<file path="config.mk">
export PLATFORM = sky130hd
export DESIGN_NAME = tensor_stream_core_flat
export DESIGN_NICKNAME = d
export VERILOG_FILES = /design/src/rtl/tensor_stream_core_if.sv /design/src/rtl/tensor_stream_core.sv /design/src/flat_wrapper.sv
export SDC_FILE = /design/constraint.sdc
export NUM_CORES = 1
export LEC_CHECK = 0
export CORE_MARGIN = 2
export CORE_UTILIZATION = 30
export DETAILED_ROUTE_END_ITERATION = 10
export PLACE_DENSITY = 0.48
export SKIP_LAST_GASP = 1
export SYNTH_ARGS = -nofsm -noshare
export SYNTH_HDL_FRONTEND = slang
export SYNTH_SLANG_ARGS = --single-unit
</file>
<file path="constraint.sdc">
create_clock -name clk -period 10.6 [get_ports clk]
set_clock_uncertainty 0.15 [all_clocks]
set_input_delay 2.12 -clock clk [delete_from_list [all_inputs] [get_ports clk]]
set_output_delay 2.12 -clock clk [all_outputs]
set_load 0.01 [all_outputs]
</file>
<file path="src/rtl/tensor_stream_core_if.sv">
// Byte-port bundle for tensor_stream_core: operand/result bytes, strobes and status.
// The core takes the slave view; the surrounding wrapper or bench drives the master view.
interface tensor_stream_core_if;
  logic [7:0] Datos_in;
  logic       Ena_write;
  logic       Ena_read;
  logic       enable_accu;
  logic       clear;
  logic [7:0] Datos_out;
  logic       Ena_out;
  logic       busy;

  modport master (
    output Datos_in, Ena_write, Ena_read, enable_accu, clear,
    input  Datos_out, Ena_out, busy
  );

  modport slave (
    input  Datos_in, Ena_write, Ena_read, enable_accu, clear,
    output Datos_out, Ena_out, busy
  );
endinterface

</file>
<file path="src/rtl/tensor_stream_core.sv">
// Byte-serial M_SIZE x M_SIZE matrix multiply/accumulate engine with one shared MAC.
// Define TFE_SATURATE_EN to clamp accumulator overflow; otherwise results wrap.
module tensor_stream_core #(
  parameter int M_SIZE    = 2,
  parameter int ACC_WIDTH = 16
) (
  input logic                 clk,
  input logic                 rst,
  tensor_stream_core_if.slave bus
);

  localparam int N     = M_SIZE * M_SIZE;
  localparam int CW    = 16 + $clog2(M_SIZE);
  localparam int BYTES = ACC_WIDTH / 8;
  localparam int EW    = $clog2(N);
  localparam int IW    = $clog2(M_SIZE);
  localparam int BW    = $clog2(BYTES);
`ifdef TFE_SATURATE_EN
  localparam int SW    = ((ACC_WIDTH > CW) ? ACC_WIDTH : CW) + 1;
`endif

  localparam logic [EW-1:0] ELEM_LAST = EW'(N - 1);
  localparam logic [IW-1:0] IDX_LAST  = IW'(M_SIZE - 1);
  localparam logic [BW-1:0] BYTE_LAST = BW'(BYTES - 1);

  typedef enum logic [1:0] {
    LOAD_A  = 2'd0,
    LOAD_B  = 2'd1,
    COMPUTE = 2'd2,
    UPDATE  = 2'd3
  } state_t;

  state_t                 state_r;
  state_t                 state_nx_s;
  logic                   wr_q1_r, wr_q2_r, rd_q1_r, rd_q2_r;
  logic                   wr_evt_s, rd_evt_s, load_st_s, mac_last_s;
  logic [EW-1:0]          wr_ptr_r;
  logic [7:0]             a_r [N];
  logic [7:0]             b_r [N];
  logic [IW-1:0]          i_r, j_r, k_r;
  logic [EW-1:0]          a_idx_s, b_idx_s, c_idx_s;
  logic [15:0]            prod_s;
  logic [CW-1:0]          partial_r;
  logic [CW-1:0]          c_r [N];
  logic [ACC_WIDTH-1:0]   acc_r [N];
  logic [EW-1:0]          rd_elem_r;
  logic [BW-1:0]          rd_byte_r;
  logic [7:0]             datos_out_r;
  logic                   ena_out_r;
  logic                   busy_r;

  // Folds a product-sum into an accumulator element, clamping or wrapping on overflow.
  function automatic logic [ACC_WIDTH-1:0] fold_f(input logic [ACC_WIDTH-1:0] base,
                                                   input logic [CW-1:0]        c);
`ifdef TFE_SATURATE_EN
    logic [SW-1:0] sum;
    sum = SW'(base) + SW'(c);
    if (sum > SW'({ACC_WIDTH{1'b1}})) begin
      return {ACC_WIDTH{1'b1}};
    end else begin
      return sum[ACC_WIDTH-1:0];
    end
`else
    return base + ACC_WIDTH'(c);
`endif
  endfunction

  assign wr_evt_s   = wr_q1_r & ~wr_q2_r;
  assign rd_evt_s   = rd_q1_r & ~rd_q2_r;
  assign load_st_s  = (state_r == LOAD_A) || (state_r == LOAD_B);
  assign mac_last_s = (i_r == IDX_LAST) && (j_r == IDX_LAST) && (k_r == IDX_LAST);
  assign a_idx_s    = EW'(int'(i_r) * M_SIZE + int'(k_r));
  assign b_idx_s    = EW'(int'(k_r) * M_SIZE + int'(j_r));
  assign c_idx_s    = EW'(int'(i_r) * M_SIZE + int'(j_r));
  assign prod_s     = {8'd0, a_r[a_idx_s]} * {8'd0, b_r[b_idx_s]};

  // Two-stage strobe registers; a held strobe produces a single event.
  always_ff @(posedge clk or negedge rst) begin
    if (!rst) begin
      wr_q1_r <= 1'b0;
      wr_q2_r <= 1'b0;
      rd_q1_r <= 1'b0;
      rd_q2_r <= 1'b0;
    end else begin
      wr_q1_r <= bus.Ena_write;
      wr_q2_r <= wr_q1_r;
      rd_q1_r <= bus.Ena_read;
      rd_q2_r <= rd_q1_r;
    end
  end

  // Sequencer state register.
  always_ff @(posedge clk or negedge rst) begin
    if (!rst) begin
      state_r <= LOAD_A;
    end else begin
      state_r <= state_nx_s;
    end
  end

  // Sequencer next state: clear always returns to LOAD_A.
  always_comb begin
    state_nx_s = state_r;
    if (bus.clear) begin
      state_nx_s = LOAD_A;
    end else begin
      case (state_r)
        LOAD_A:  state_nx_s = (wr_evt_s && (wr_ptr_r == ELEM_LAST)) ? LOAD_B : LOAD_A;
        LOAD_B:  state_nx_s = (wr_evt_s && (wr_ptr_r == ELEM_LAST)) ? COMPUTE : LOAD_B;
        COMPUTE: state_nx_s = mac_last_s ? UPDATE : COMPUTE;
        UPDATE:  state_nx_s = LOAD_A;
        default: state_nx_s = LOAD_A;
      endcase
    end
  end

  // Operand capture; A and B share one element pointer since they load back to back.
  always_ff @(posedge clk or negedge rst) begin
    if (!rst) begin
      wr_ptr_r <= {EW{1'b0}};
      for (int e = 0; e < N; e++) begin
        a_r[e] <= 8'd0;
        b_r[e] <= 8'd0;
      end
    end else if (bus.clear) begin
      wr_ptr_r <= {EW{1'b0}};
    end else if (wr_evt_s && load_st_s) begin
      if (state_r == LOAD_A) begin
        a_r[wr_ptr_r] <= bus.Datos_in;
      end else begin
        b_r[wr_ptr_r] <= bus.Datos_in;
      end
      wr_ptr_r <= (wr_ptr_r == ELEM_LAST) ? {EW{1'b0}} : wr_ptr_r + EW'(1);
    end
  end

  // Time-multiplexed MAC: k innermost, result element stored when k wraps.
  always_ff @(posedge clk or negedge rst) begin
    if (!rst) begin
      i_r       <= {IW{1'b0}};
      j_r       <= {IW{1'b0}};
      k_r       <= {IW{1'b0}};
      partial_r <= {CW{1'b0}};
      for (int e = 0; e < N; e++) begin
        c_r[e] <= {CW{1'b0}};
      end
    end else if (bus.clear || (state_r != COMPUTE)) begin
      i_r       <= {IW{1'b0}};
      j_r       <= {IW{1'b0}};
      k_r       <= {IW{1'b0}};
      partial_r <= {CW{1'b0}};
    end else if (k_r == IDX_LAST) begin
      c_r[c_idx_s] <= partial_r + CW'(prod_s);
      partial_r    <= {CW{1'b0}};
      k_r          <= {IW{1'b0}};
      if (j_r == IDX_LAST) begin
        j_r <= {IW{1'b0}};
        i_r <= (i_r == IDX_LAST) ? {IW{1'b0}} : i_r + IW'(1);
      end else begin
        j_r <= j_r + IW'(1);
      end
    end else begin
      partial_r <= partial_r + CW'(prod_s);
      k_r       <= k_r + IW'(1);
    end
  end

  // Accumulator update, byte readout and registered status outputs.
  always_ff @(posedge clk or negedge rst) begin
    if (!rst) begin
      rd_elem_r   <= {EW{1'b0}};
      rd_byte_r   <= {BW{1'b0}};
      datos_out_r <= 8'd0;
      ena_out_r   <= 1'b0;
      busy_r      <= 1'b0;
      for (int e = 0; e < N; e++) begin
        acc_r[e] <= {ACC_WIDTH{1'b0}};
      end
    end else begin
      busy_r    <= (state_nx_s == COMPUTE) || (state_nx_s == UPDATE);
      ena_out_r <= 1'b0;
      if (bus.clear) begin
        rd_elem_r <= {EW{1'b0}};
        rd_byte_r <= {BW{1'b0}};
        for (int e = 0; e < N; e++) begin
          acc_r[e] <= {ACC_WIDTH{1'b0}};
        end
      end else if (state_r == UPDATE) begin
        rd_elem_r <= {EW{1'b0}};
        rd_byte_r <= {BW{1'b0}};
        for (int e = 0; e < N; e++) begin
          acc_r[e] <= fold_f(bus.enable_accu ? acc_r[e] : {ACC_WIDTH{1'b0}}, c_r[e]);
        end
      end else if (rd_evt_s && load_st_s) begin
        datos_out_r <= acc_r[rd_elem_r][{rd_byte_r, 3'b000} +: 8];
        ena_out_r   <= 1'b1;
        if (rd_byte_r == BYTE_LAST) begin
          rd_byte_r <= {BW{1'b0}};
          rd_elem_r <= (rd_elem_r == ELEM_LAST) ? {EW{1'b0}} : rd_elem_r + EW'(1);
        end else begin
          rd_byte_r <= rd_byte_r + BW'(1);
        end
      end
    end
  end

  assign bus.Datos_out = datos_out_r;
  assign bus.Ena_out   = ena_out_r;
  assign bus.busy      = busy_r;

endmodule

</file>
<file path="src/flat_wrapper.sv">
// flat-port wrapper written by rule: the top's interface ports become plain ports
module tensor_stream_core_flat 
#(
  parameter int M_SIZE    = 2,
  parameter int ACC_WIDTH = 16
)
  (clk, rst, bus_Datos_in, bus_Ena_write, bus_Ena_read, bus_enable_accu, bus_clear, bus_Datos_out, bus_Ena_out, bus_busy);
  tensor_stream_core_if bus_i ();
  input logic clk;
  input logic rst;
  input wire logic [$bits(bus_i.Datos_in)-1:0] bus_Datos_in;
  input wire logic [$bits(bus_i.Ena_write)-1:0] bus_Ena_write;
  input wire logic [$bits(bus_i.Ena_read)-1:0] bus_Ena_read;
  input wire logic [$bits(bus_i.enable_accu)-1:0] bus_enable_accu;
  input wire logic [$bits(bus_i.clear)-1:0] bus_clear;
  output wire logic [$bits(bus_i.Datos_out)-1:0] bus_Datos_out;
  output wire logic [$bits(bus_i.Ena_out)-1:0] bus_Ena_out;
  output wire logic [$bits(bus_i.busy)-1:0] bus_busy;
  assign bus_i.Datos_in = bus_Datos_in;
  assign bus_i.Ena_write = bus_Ena_write;
  assign bus_i.Ena_read = bus_Ena_read;
  assign bus_i.enable_accu = bus_enable_accu;
  assign bus_i.clear = bus_clear;
  assign bus_Datos_out = bus_i.Datos_out;
  assign bus_Ena_out = bus_i.Ena_out;
  assign bus_busy = bus_i.busy;
  tensor_stream_core #(.M_SIZE(M_SIZE), .ACC_WIDTH(ACC_WIDTH)) u_core (.clk(clk), .rst(rst), .bus(bus_i));
endmodule
</file>
-- Word level (Yosys, flattened, before mapping)
Cells that the tools add are included.
- add/subtract/negate cells: 14
- $mul: 1
- order comparisons: 7
- equal/unequal tests: 8
- shifts and indexed selects: 1
- muxes and demuxes: 53
- bitwise operators: 13
- reduce and logical (&&, ||, !) cells: 23
- operators with widths (cell ; count):
    two-way mux 64 bit ; 2
    two-way mux 16 bit ; 6
    bitwise mux 68 bit ; 1
    adder 16 bit ; 4
    bitwise mux 32 bit ; 2
    two-way mux 17 bit ; 3
    two-way mux 8 bit ; 5
    demux 17 bit (select 2 bit) ; 1
    binary-select mux 16 bit (select 2 bit) ; 1
    binary-select mux 8 bit (select 2 bit) ; 2
    two-way mux 2 bit ; 10
    two-way mux 1 bit ; 18
    adder 17 x 16 -> 17 bit ; 1
    demux 8 bit (select 2 bit) ; 1
    multiplier 8 x 8 -> 16 bit ; 1
    indexed part select 16 x 5 -> 8 bit ; 1
    greater-or-equal comparator 3 bit, second input constant ; 5
    inverter 2 -> 3 bit ; 5
    == test 2 bit, second input constant ; 6
    AND reduction 3 bit ; 3
    case mux 2 bit (4 select lines) ; 1
    nonzero test 2 bit ; 4
    logical AND 1 bit ; 7
    adder 2 x 1 -> 2 bit ; 3
    11 further kinds ; 27
- register bits after elaboration: 237
- output and inout port bits: 10

-- Depth between registers and ports, before layout
Gate-level depths: netlist (run 1).
- depth after elaboration: 9
- gate-level depth with buffers: 19
- depth with buffers taken out: 17

-- Worst setup path after synthesis (run 1)
No wires, ideal clock.
- path type: register to register
- start point: register u_core.k_r
- end point: register u_core.c_r[49] in the netlist's numbering
- arrival time: 5283 ps
- path slack: 5102 ps
- stages on the path, launching flop included: 18
- cells stage by stage: dfrtp_1 > buf_2 > clkbuf_1 > mux4_2 > and2_1 > fa_1 > fa_1 > inv_1 > fa_1 > fa_1 > inv_1 > ha_1 > and2_1 > a221o_1 > a21o_1 > or4b_1 > nand3_1 > mux2_2
- cells in the longest elaborated chain, start to end: 8
- elaborated cells on any way between the ends: 14
- those cells by class: add/sub (3); mul (1); mux (7); bitwise (2); reduce/logical (1)
- RTL lines (item ; line ; text):
    start, declared ; tensor_stream_core.sv:40 ; logic [IW-1:0] i_r, j_r, k_r;
    start signal, assigned ; tensor_stream_core.sv:142 ; k_r <= {IW{1'b0}};
    start signal, assigned ; tensor_stream_core.sv:150 ; k_r <= {IW{1'b0}};
    start signal, assigned ; tensor_stream_core.sv:155 ; k_r <= {IW{1'b0}};
    adder 2 x 1 -> 2 bit, on equally long branches ; tensor_stream_core.sv:72, tensor_stream_core.sv:73 ;
    inverter 2 -> 3 bit (implied by the code) ; tensor_stream_core.sv:75 ; assign prod_s = {8'd0, a_r[a_idx_s]} * {8'd0, b_r[b_idx_s]};
    binary-select mux 8 bit (select 2 bit) ; tensor_stream_core.sv:75 ;
    two-way mux 8 bit (implied by the code) (2 in series) ; tensor_stream_core.sv:75 ;
    multiplier 8 x 8 -> 16 bit ; tensor_stream_core.sv:75 ;
    adder 17 x 16 -> 17 bit ; tensor_stream_core.sv:153 ; c_r[c_idx_s] <= partial_r + CW'(prod_s);
    bitwise mux 68 bit ; tensor_stream_core.sv:153 ;
    end signal, assigned by index ; tensor_stream_core.sv:145 ; c_r[e] <= {CW{1'b0}};
    end signal, assigned by index ; tensor_stream_core.sv:153 ;
    end, declared ; tensor_stream_core.sv:44 ; logic [CW-1:0] c_r [N];
Several ways; a longest one is shown, not always the timed one. The select of a mux whose other input is x is not followed.
A chain may end at the register's enable or synchronous reset.

-- Worst setup path after layout (run 1)
- start point: register u_core.k_r
- end point: register u_core.c_r[32] in the netlist's numbering
The elaborated chain is that of the path after synthesis.

==> results.toml, run 1 <==
[pwr]
ir_drop_uv = 130
pwr-share-comb = 0.084
swShare = 0.249
p_leak_nw = 8.10
power.share.sequential = 0.447
p_per_area_nw_per_um2 = 123
p_switching_uw = 520
internal_power_mw = 1.57
clkPwrFrac = 0.469

[timing]
setup_viol = 0
max_slew_margin = 0.265
tightest_slew_ns = 1.10
final-hold-violation-count = 0
fin_tns_setup_ns = 0
slew_viol_final = 0
period_needed_ns = 6.17
rsz0062_at_grt = "no"
max_clock_freq_mhz = 162
final.period_utilization = 0.582

[layout]
antenna_cells = 0
nFillCells = 5122
final_cell_mix = "232 x dfrtp_1, 179 x nand2_1, 113 x inv_1"
multi_input_area_sq_um = 8640
nets = 1640
area_delta_synth_final_pct = 12.7
drive_gt1_frac = 0.124
post-route-util = 0.341
register_area_sq_um = 5810
layout.cells.non_filler = 2166
final_common_cell = "dfrtp_1"

[clocking]
cts_made_buffers = 28
cts.clk_slew.worst_paths_ns = 0.06
cts_buffer_depth = 3
hold_buffers = 0
clkSinkCount = 232
cts_resized = 0
cts_root_buf = "clkbuf_16"
cts_tree = "done"
cts_setup_buffers = 0
worstSkewPairLatency_ns = 0.55
htree_num_levels = 1

[critical_path]
critPathBufInv = 2
required_ns = 10.94
r2r_start = "u_core.k_r"
cp.arrival_ns = 6.51
worstPathMaxFanout = 22
crit_type = "register to register"
critical-path-top-delay-family = "adder cells"
startpoint_type = "register"
slowest_stage = "dfrtp_1"
setup.worst_path.end_class = "register"
worstPathCellList = "mux4_2 > and2_1 > fa_1 > fa_1 > inv_1 > fa_1 > fa_1 > inv_1 > ha_1 > and2_1 > a221o_1 > a21o_1 > or4b_1 > nand3_1 > mux2_2"
cp-startpoint = "u_core.k_r"
path_common_cell = "fa_1"
cpPeakStageDelay_ns = 1.07

[logic_synthesis]
synth_edf_count = 0
synth_area_sq_um = 15100
yosysWarnings = 0
yosysSeqAreaShare = 0.385
avgSynthCellArea_sq_um = 10.3
async_reset_ff_frac = 1.00
netlist_instances = 1456
synth.distinct_cells = 68
synth_flop_cell = "dfrtp_1"
ys_ff_latch = 232
syn-num-nets = 1624

[die]
start_util = 0.302
die_area_sq_um = 52000
core-area_sq_um = 49900
die_height_um = 228
rows = 82
die_w_um = 228
io_pins = 24

[placed_design]
gp_congestion = 0.903
dp_hpwl_mm = 27.1
dp.cells = 2114
io_buffers = 23

[routing]
wl_per_cell_um = 17.3
wl_mm = 37.5
antenna_left = 0
drtIter0Drc = 605
dr.pass1.iters = 7
drc = 0
vias_per_cell = 4.84
vias = 10500

[global_route]
grt_max_degree = 123
grt_pass1_vias = 10800
grt_use_total = 0.147
overflow = 0
antenna_found_initial = 0
grt_first_pass_wirelength_mm = 61.4

[worst_hold_path]
hold_path_class = "register to register"
worstHoldStart = "u_core.rd_q1_r"

[job]
max_cap_violations = 0

[status]
outcome = "complete, no violations"
-- synthesized netlist by cell type, types with 5 or more instances --
cell      count  area share
dfrtp_1     232        0.39
nand2_1     179       0.045
inv_1       113       0.028
o21ai_0     110       0.037
and2_1      101       0.042
ha_1        100       0.083
mux2_2       70       0.052
a21oi_1      59       0.020
fa_1         54       0.072
nor2_1       54       0.013
clkbuf_1     38      0.0095
xor2_1       35       0.020
mux4_2       32       0.048
xnor2_1      26       0.015
a21o_1       25       0.012
a211oi_1     17      0.0085
o21a_1       16      0.0080
nand3_1      14      0.0047
nor3_1       12      0.0040
mux2i_1      11      0.0073
o31ai_1      11      0.0055
a22o_1        9      0.0052
a31oi_1       9      0.0037
mux2_1        9      0.0067
o21bai_1      9      0.0045
and3_1        8      0.0033
nor2b_1       7      0.0029
o211ai_1      7      0.0035
buf_2         6      0.0020
or3_1         6      0.0025
mux2_4        5      0.0050
nand3b_1      5      0.0025
-- stage by stage --
| stage | total power [mW] | cell area, sq um | setup WS (ns) | hold slack (ns) |
|---|---|---|---|---|
| 6_report | 2.09 | 17000 | 4.43 | 0.230 |
| 5_1_grt | 2.19 | 17000 | 4.08 | 0.243 |
| 4_1_cts | 2.13 | 17000 | 4.39 | 0.237 |
| 3_5_place_dp | 1.13 | 16000 | 4.41 | 0.222 |
| 3_3_place_gp | 1.12 | 16000 | 4.48 | 0.224 |
| 2_1_floorplan | 1.05 | 15100 | 5.10 | 0.196 |
-- final cells by class --
type,count,area share
Multi-Input combinational cell,1061,0.509
Sequential cell,232,0.342
Tap cell,672,0.0495
Clock buffer,37,0.0475
Inverter,113,0.0250
Timing Repair Buffer,36,0.0193
Clock inverter,15,0.00774
-- worst paths after layout --
kind                                         end  slack (ns)  cells past startpoint
worst max-delay path              u_core.c_r[32]        4.43                     15
min in group asynchronous       u_core.acc_r[49]        1.51                      1
worst min register to register    u_core.rd_q2_r        0.23                      0
worst max register to register    u_core.c_r[32]        4.43                     15
worst min-delay path              u_core.rd_q2_r        0.23                      0
max in group asynchronous         u_core.a_r[23]        7.26                      2
-- power by group through the flow --
stage	Combinational (mW)	Sequential (mW)	Clock [mW]
after floorplan	0.105	0.945	0
after global placement	0.174	0.949	0
after detailed placement	0.178	0.950	0
after CTS	0.178	0.933	1.02
after global routing	0.198	0.937	1.05
final	0.175	0.933	0.980
-- cells by family (layout without fill, tap and decap cells) --
| logic type | count (synthesis) | after routing | synth area share |
|---|---|---|---|
| and+or+nand+nor | 416 | 416 | 0.137 |
| AOI/OAI and AO/OA | 303 | 303 | 0.126 |
| DFF | 232 | 232 | 0.385 |
| buffers and inverters | 163 | 201 | 0.0421 |
| adders and majority gates | 154 | 154 | 0.155 |
| muxes | 127 | 127 | 0.119 |
| xor gates and xnor gates | 61 | 61 | 0.0355 |
-- registers in the layout, summed over array words and instances (netlist names) --
signal and cells:
u_core.a_r 32, u_core.acc_r 64, u_core.b_r 32, u_core.bus.Datos_out 8
u_core.bus.Ena_out 1, u_core.bus.busy 1, u_core.c_r 64, u_core.i_r 1
u_core.j_r 1, u_core.k_r 1, u_core.partial_r 16, u_core.rd_byte_r 1
u_core.rd_elem_r 2, u_core.rd_q1_r 1, u_core.rd_q2_r 1, u_core.state_r 2
u_core.wr_ptr_r 2, u_core.wr_q1_r 1, u_core.wr_q2_r 1
-- metal layers --
layer,track usage,part of all wire,wire length [um]
met4,0.0321,0.020,763
met2,0.246,0.47,17600
met5,0,0,0
met3,0.0185,0.027,1020
met1,0.204,0.48,18200
No activity file was read; power rests on OpenSTA's default activity.
==> run 2: changes to the inputs <==
==> constraint.sdc (replaced) <==
create_clock -name clk -period 6.2 [get_ports clk]
set_clock_uncertainty 0.15 [all_clocks]
set_input_delay 1.24 -clock clk [delete_from_list [all_inputs] [get_ports clk]]
set_output_delay 1.24 -clock clk [all_outputs]
set_load 0.01 [all_outputs]
==> run 2 against run 1 <==
  * Global-route usage hardly changed
  * First-iteration DRC count is 24% lower
  * Core utilization is 0.065 points higher
  * Critical path type unchanged
  * Total power is 70% higher
  * Clock-buffer cell count is 1 higher
  * Non-clock buffer count is 6 higher
  * Sequential cell count stayed put
  * Die area stayed put
  * Cell count is 0.14% higher
  * Highest routed layer unchanged
  * Via count is 0.41% higher
==> results.toml, run 2 (synthesis gave the netlist of run 1 again) <==
[status]
outcome = "complete, no violations"

[timing]
rsz0062_at_grt = "no"
final.period_utilization = 0.931
max_slew_margin = 0.340
fin_tns_setup_ns = 0
tightest_slew_ns = 0.987
final-hold-violation-count = 0
hold_ws_ns = 0.236
max_clock_freq_mhz = 173
period_needed_ns = 5.77
setup_viol = 0
slew_viol_final = 0

[worst_hold_path]
worstHoldStart = "u_core.rd_q1_r"
whs_endpoint = "u_core.rd_q2_r"
min_path_cells = 0
hold_path_class = "register to register"

[routing]
wl_per_cell_um = 17.5
wl_mm = 37.9
vias_per_cell = 4.85
drtIter0Drc = 459
drc = 0
vias = 10500
dr.pass1.iters = 6
antenna_left = 0

[critical_path]
r2r_start = "u_core.j_r"
r2r_slack_ns = 0.43
crit_type = "register to register"
required_ns = 6.46
worstPathCellList = "mux4_2 > and2_1 > fa_1 > fa_1 > fa_1 > inv_1 > fa_1 > inv_1 > ha_1 > o21a_1 > o21a_1 > and3_1 > o41ai_1 > xor2_1 > o21ai_0"
startpoint_type = "register"
cpPeakStageDelay_ns = 0.77
setup.worst_path.end_class = "register"
cp.arrival_ns = 6.03
r2r-end = "u_core.c_r[14]"
slowest_stage = "dfrtp_1"
worstPathMaxFanout = 13
path_common_cell = "fa_1"
r2r_cells = 15

[clocking]
worstSkewPairLatency_ns = 0.56
cts_root_buf = "clkbuf_16"
cts_resized = 0
cts_tree = "done"
cts_buffer_depth = 3
hold_buffers = 0
clkSinkCount = 232
htree_num_levels = 1
cts_setup_buffers = 0
cts_made_buffers = 27
cts.clk_slew.worst_paths_ns = 0.06

[die]
die_w_um = 228
die_height_um = 228
die_area_sq_um = 52000
rows = 82
core-area_sq_um = 49900
start_util = 0.302
io_pins = 24

[global_route]
grt_pass1_vias = 10900
grt_max_degree = 103
grt_first_pass_wirelength_mm = 61.2
antenna_found_initial = 0
grt_use_total = 0.147
overflow = 0

[placed_design]
gp_congestion = 0.856
dp_hpwl_mm = 27.7
io_buffers = 23

[layout]
final_cell_mix = "232 x dfrtp_1, 179 x nand2_1, 113 x inv_1"
drive_gt1_frac = 0.125
area_delta_synth_final_pct = 12.9
reg_top3 = "u_core.acc_r (64), u_core.c_r (64)"
final_common_cell = "dfrtp_1"
antenna_cells = 0
nets = 1645

[pwr]
p_leak_nw = 8.10
p_per_area_nw_per_um2 = 209
ir_drop_uv = 173

[job]
max_cap_violations = 0
==> run 2: metal layers <==
| layer | global-route usage | routed length, um | share of wire |
|---|---|---|---|
| met1 | 0.197 | 17800 | 0.47 |
| met3 | 0.0234 | 1320 | 0.035 |
| met2 | 0.244 | 17400 | 0.46 |
| met5 | 0 | 0 | 0 |
| met4 | 0.0478 | 1310 | 0.034 |
==> run 2: how the worst max path moves through the flow <==
stage,start,endpoint,slack [ns]
after floorplan,u_core.k_r,u_core.c_r[49],0.70
after global placement,u_core.j_r,u_core.c_r[14],0.51
after detailed placement,u_core.j_r,u_core.c_r[66],0.42
after CTS,u_core.j_r,u_core.c_r[66],0.40
after global routing,u_core.j_r,u_core.c_r[14],0.05
final,u_core.j_r,u_core.c_r[14],0.43
==> run 2: metrics by stage <==
step	setup slack [ns]	instance area, sq um	instances	power, mW	util
after floorplan	0.702	15100	1456	1.80	-
after CTS	0.398	17000	2169	3.62	0.341
after global placement	0.511	16100	2120	1.93	0.323
after detailed placement	0.415	16100	2120	1.94	0.323
after global routing	0.0520	17000	2169	3.71	0.341
final	0.427	17000	2169	3.55	0.341
==> run 2: power breakdown <==
part / leakage (nW) / internal, mW / total, mW / switching, mW
combinational: 4.48 / 0.122 / 0.310 / 0.188
clock: 0.445 / 0.969 / 1.65 / 0.679
sequential: 3.18 / 1.57 / 1.59 / 0.0284
==> run 2: cell type report <==
type	count	area [sq um]
Fill cell	5114	32900
Multi-Input combinational cell	1061	8640
Sequential cell	232	5810
Tap cell	672	841
Clock buffer	38	787
Inverter	113	424
Timing Repair Buffer	42	385
Clock inverter	11	125
==> run 2: worst max-delay path: cells and delay by family (launching register included) <==
family,cells,cell delay (ns)
AND/OR/NAND/NOR,2,0.42
adder cells (fa/ha/maj),5,2.25
AO/OA/AOI/OAI,4,0.88
multiplexers,1,0.69
buffers and inverters,2,0.09
flip-flops,1,0.77
XOR/XNOR,1,0.36
==> run 3: changes to the inputs <==
--- a/config.mk
+++ b/config.mk
@@ -5,10 +5,11 @@
 export SDC_FILE = /design/constraint.sdc
 export NUM_CORES = 1
 export LEC_CHECK = 0
+export ABC_AREA = 0
 export CORE_MARGIN = 2
-export CORE_UTILIZATION = 30
+export CORE_UTILIZATION = 45
 export DETAILED_ROUTE_END_ITERATION = 10
-export PLACE_DENSITY = 0.48
+export PLACE_DENSITY = 0.65
 export SKIP_LAST_GASP = 1
 export SYNTH_ARGS = -nofsm -noshare
 export SYNTH_HDL_FRONTEND = slang
==> run 3 against run 2 <==
  * Design area fell by 2.0%
  * Register-to-register slack about the same
  * Wire length is 9.6% lower
  * Sequential power about the same
  * Via count rose by 1.0%
  * Worst hold slack got worse by 0.0040 ns
  * Critical endpoint is now u_core.c_r[49]
  * Largest cell class unchanged
  * Highest routed layer unchanged
==> results.toml, run 3 (synthesis gave the netlist of run 1 again) <==
[status]
outcome = "complete, no violations"

[die]
die_height_um = 187
die_area_sq_um = 35000
die_w_um = 187
core-area_sq_um = 33300
rows = 67
start_util = 0.453
io_pins = 24

[critical_path]
worstPathMaxFanout = 13
setup.worst_path.end_class = "register"
cp-startpoint = "u_core.j_r"
cp.arrival_ns = 6.10
r2r_slack_ns = 0.42
crit_type = "register to register"
r2r_start = "u_core.j_r"
startpoint_type = "register"
r2r_cells = 15
required_ns = 6.52
r2r-end = "u_core.c_r[49]"

[clocking]
cts_made_buffers = 26
hold_buffers = 0
cts_setup_buffers = 0
cts_root_buf = "clkbuf_16"
htree_num_levels = 1
cts_resized = 0
cts_buffer_depth = 3
clkSinkCount = 232
worstSkewPairLatency_ns = 0.53
cts_tree = "done"
cts.clk_slew.worst_paths_ns = 0.06

[routing]
vias_per_cell = 5.48
drtIter0Drc = 691
vias = 10600
antenna_left = 0
drc = 0
dr.pass1.iters = 5
wl_mm = 34.2
wl_per_cell_um = 17.6

[timing]
layout_setup_ws_ns = 0.417
setup_viol = 0
tightest_slew_ns = 1.01
slew_viol_final = 0
period_needed_ns = 5.78
final-hold-violation-count = 0
fin_tns_setup_ns = 0
max_slew_margin = 0.326
rsz0062_at_grt = "no"
final.period_utilization = 0.933
max_clock_freq_mhz = 173

[global_route]
grt_pass1_vias = 11000
grt_use_total = 0.199
overflow = 0
grt_max_degree = 132
antenna_found_initial = 0
grt_first_pass_wirelength_mm = 56.3

[job]
max_cap_violations = 0

[pwr]
p_per_area_nw_per_um2 = 207
power.total_mw = 3.45
ir_drop_uv = 216
p_leak_nw = 8.08

[worst_hold_path]
worstHoldStart = "u_core.rd_q1_r"
min_path_cells = 0
hold_path_class = "register to register"
whs_endpoint = "u_core.rd_q2_r"

[placed_design]
io_buffers = 23
gp_congestion = 0.952
pre_cts_ws_ns = 0.415
dp_hpwl_mm = 24.9

[layout]
nFillCells = 2990
nets = 1644
final_cell_mix = "232 x dfrtp_1, 179 x nand2_1, 113 x inv_1"
reg_top3 = "u_core.acc_r (64), u_core.c_r (64)"
post-route-util = 0.501
drive_gt1_frac = 0.121
final_common_cell = "dfrtp_1"
area_delta_synth_final_pct = 10.6
antenna_cells = 0
## run 3: worst max path at each step
stage | endpoint | slack [ns] | cells after the start
final | u_core.c_r[49] | 0.42 | 15
after CTS | u_core.c_r[49] | 0.40 | 15
after floorplan | u_core.c_r[49] | 0.70 | 17
after global routing | u_core.c_r[65] | 0.14 | 15
after detailed placement | u_core.c_r[49] | 0.42 | 15
after global placement | u_core.c_r[49] | 0.54 | 15
## run 3: cell type report
| type | instances | area (sq um) | area share |
|---|---|---|---|
| Tap cell | 448 | 561 | 0.0336 |
| Sequential cell | 232 | 5810 | 0.348 |
| Multi-Input combinational cell | 1061 | 8640 | 0.518 |
| Timing Repair Buffer | 42 | 385 | 0.0231 |
| Clock inverter | 6 | 61.3 | 0.00368 |
| Clock buffer | 39 | 791 | 0.0474 |
| Inverter | 113 | 424 | 0.0255 |
## run 3: power by group
| group | leakage (nW) | internal [mW] | switching [mW] |
|---|---|---|---|
| registers | 3.18 | 1.57 | 0.0276 |
| logic | 4.48 | 0.122 | 0.183 |
| clock network | 0.419 | 0.916 | 0.636 |
| total | 8.08 | 2.61 | 0.846 |
## run 3: through the flow
stage / hold WS [ns] / instances / instance area (sq um)
6_report: 0.232 / 1941 / 16700
5_1_grt: 0.230 / 1941 / 16700
4_1_cts: 0.224 / 1941 / 16700
3_5_place_dp: 0.219 / 1896 / 15800
3_3_place_gp: 0.206 / 1896 / 15800
2_1_floorplan: 0.196 / 1456 / 15100
## run 3: critical path: stages, from the launching register on
cell and delay (ns):
dfrtp_1 0.77, mux4_2 0.68, and2_1 0.19, fa_1 0.44, fa_1 0.51, inv_1 0.05, fa_1 0.45, fa_1 0.49
inv_1 0.04, ha_1 0.31, and2_1 0.19, a221o_1 0.34, a21o_1 0.21, or4b_1 0.54, nand3_1 0.17, mux2_2 0.17
## run 3: per-layer routing
layer	wire length (um)	GRT usage	part of all wire
met1	15400	0.259	0.45
met2	16600	0.347	0.49
met3	1100	0.0242	0.032
met4	1090	0.0653	0.032
met5	0	0	0
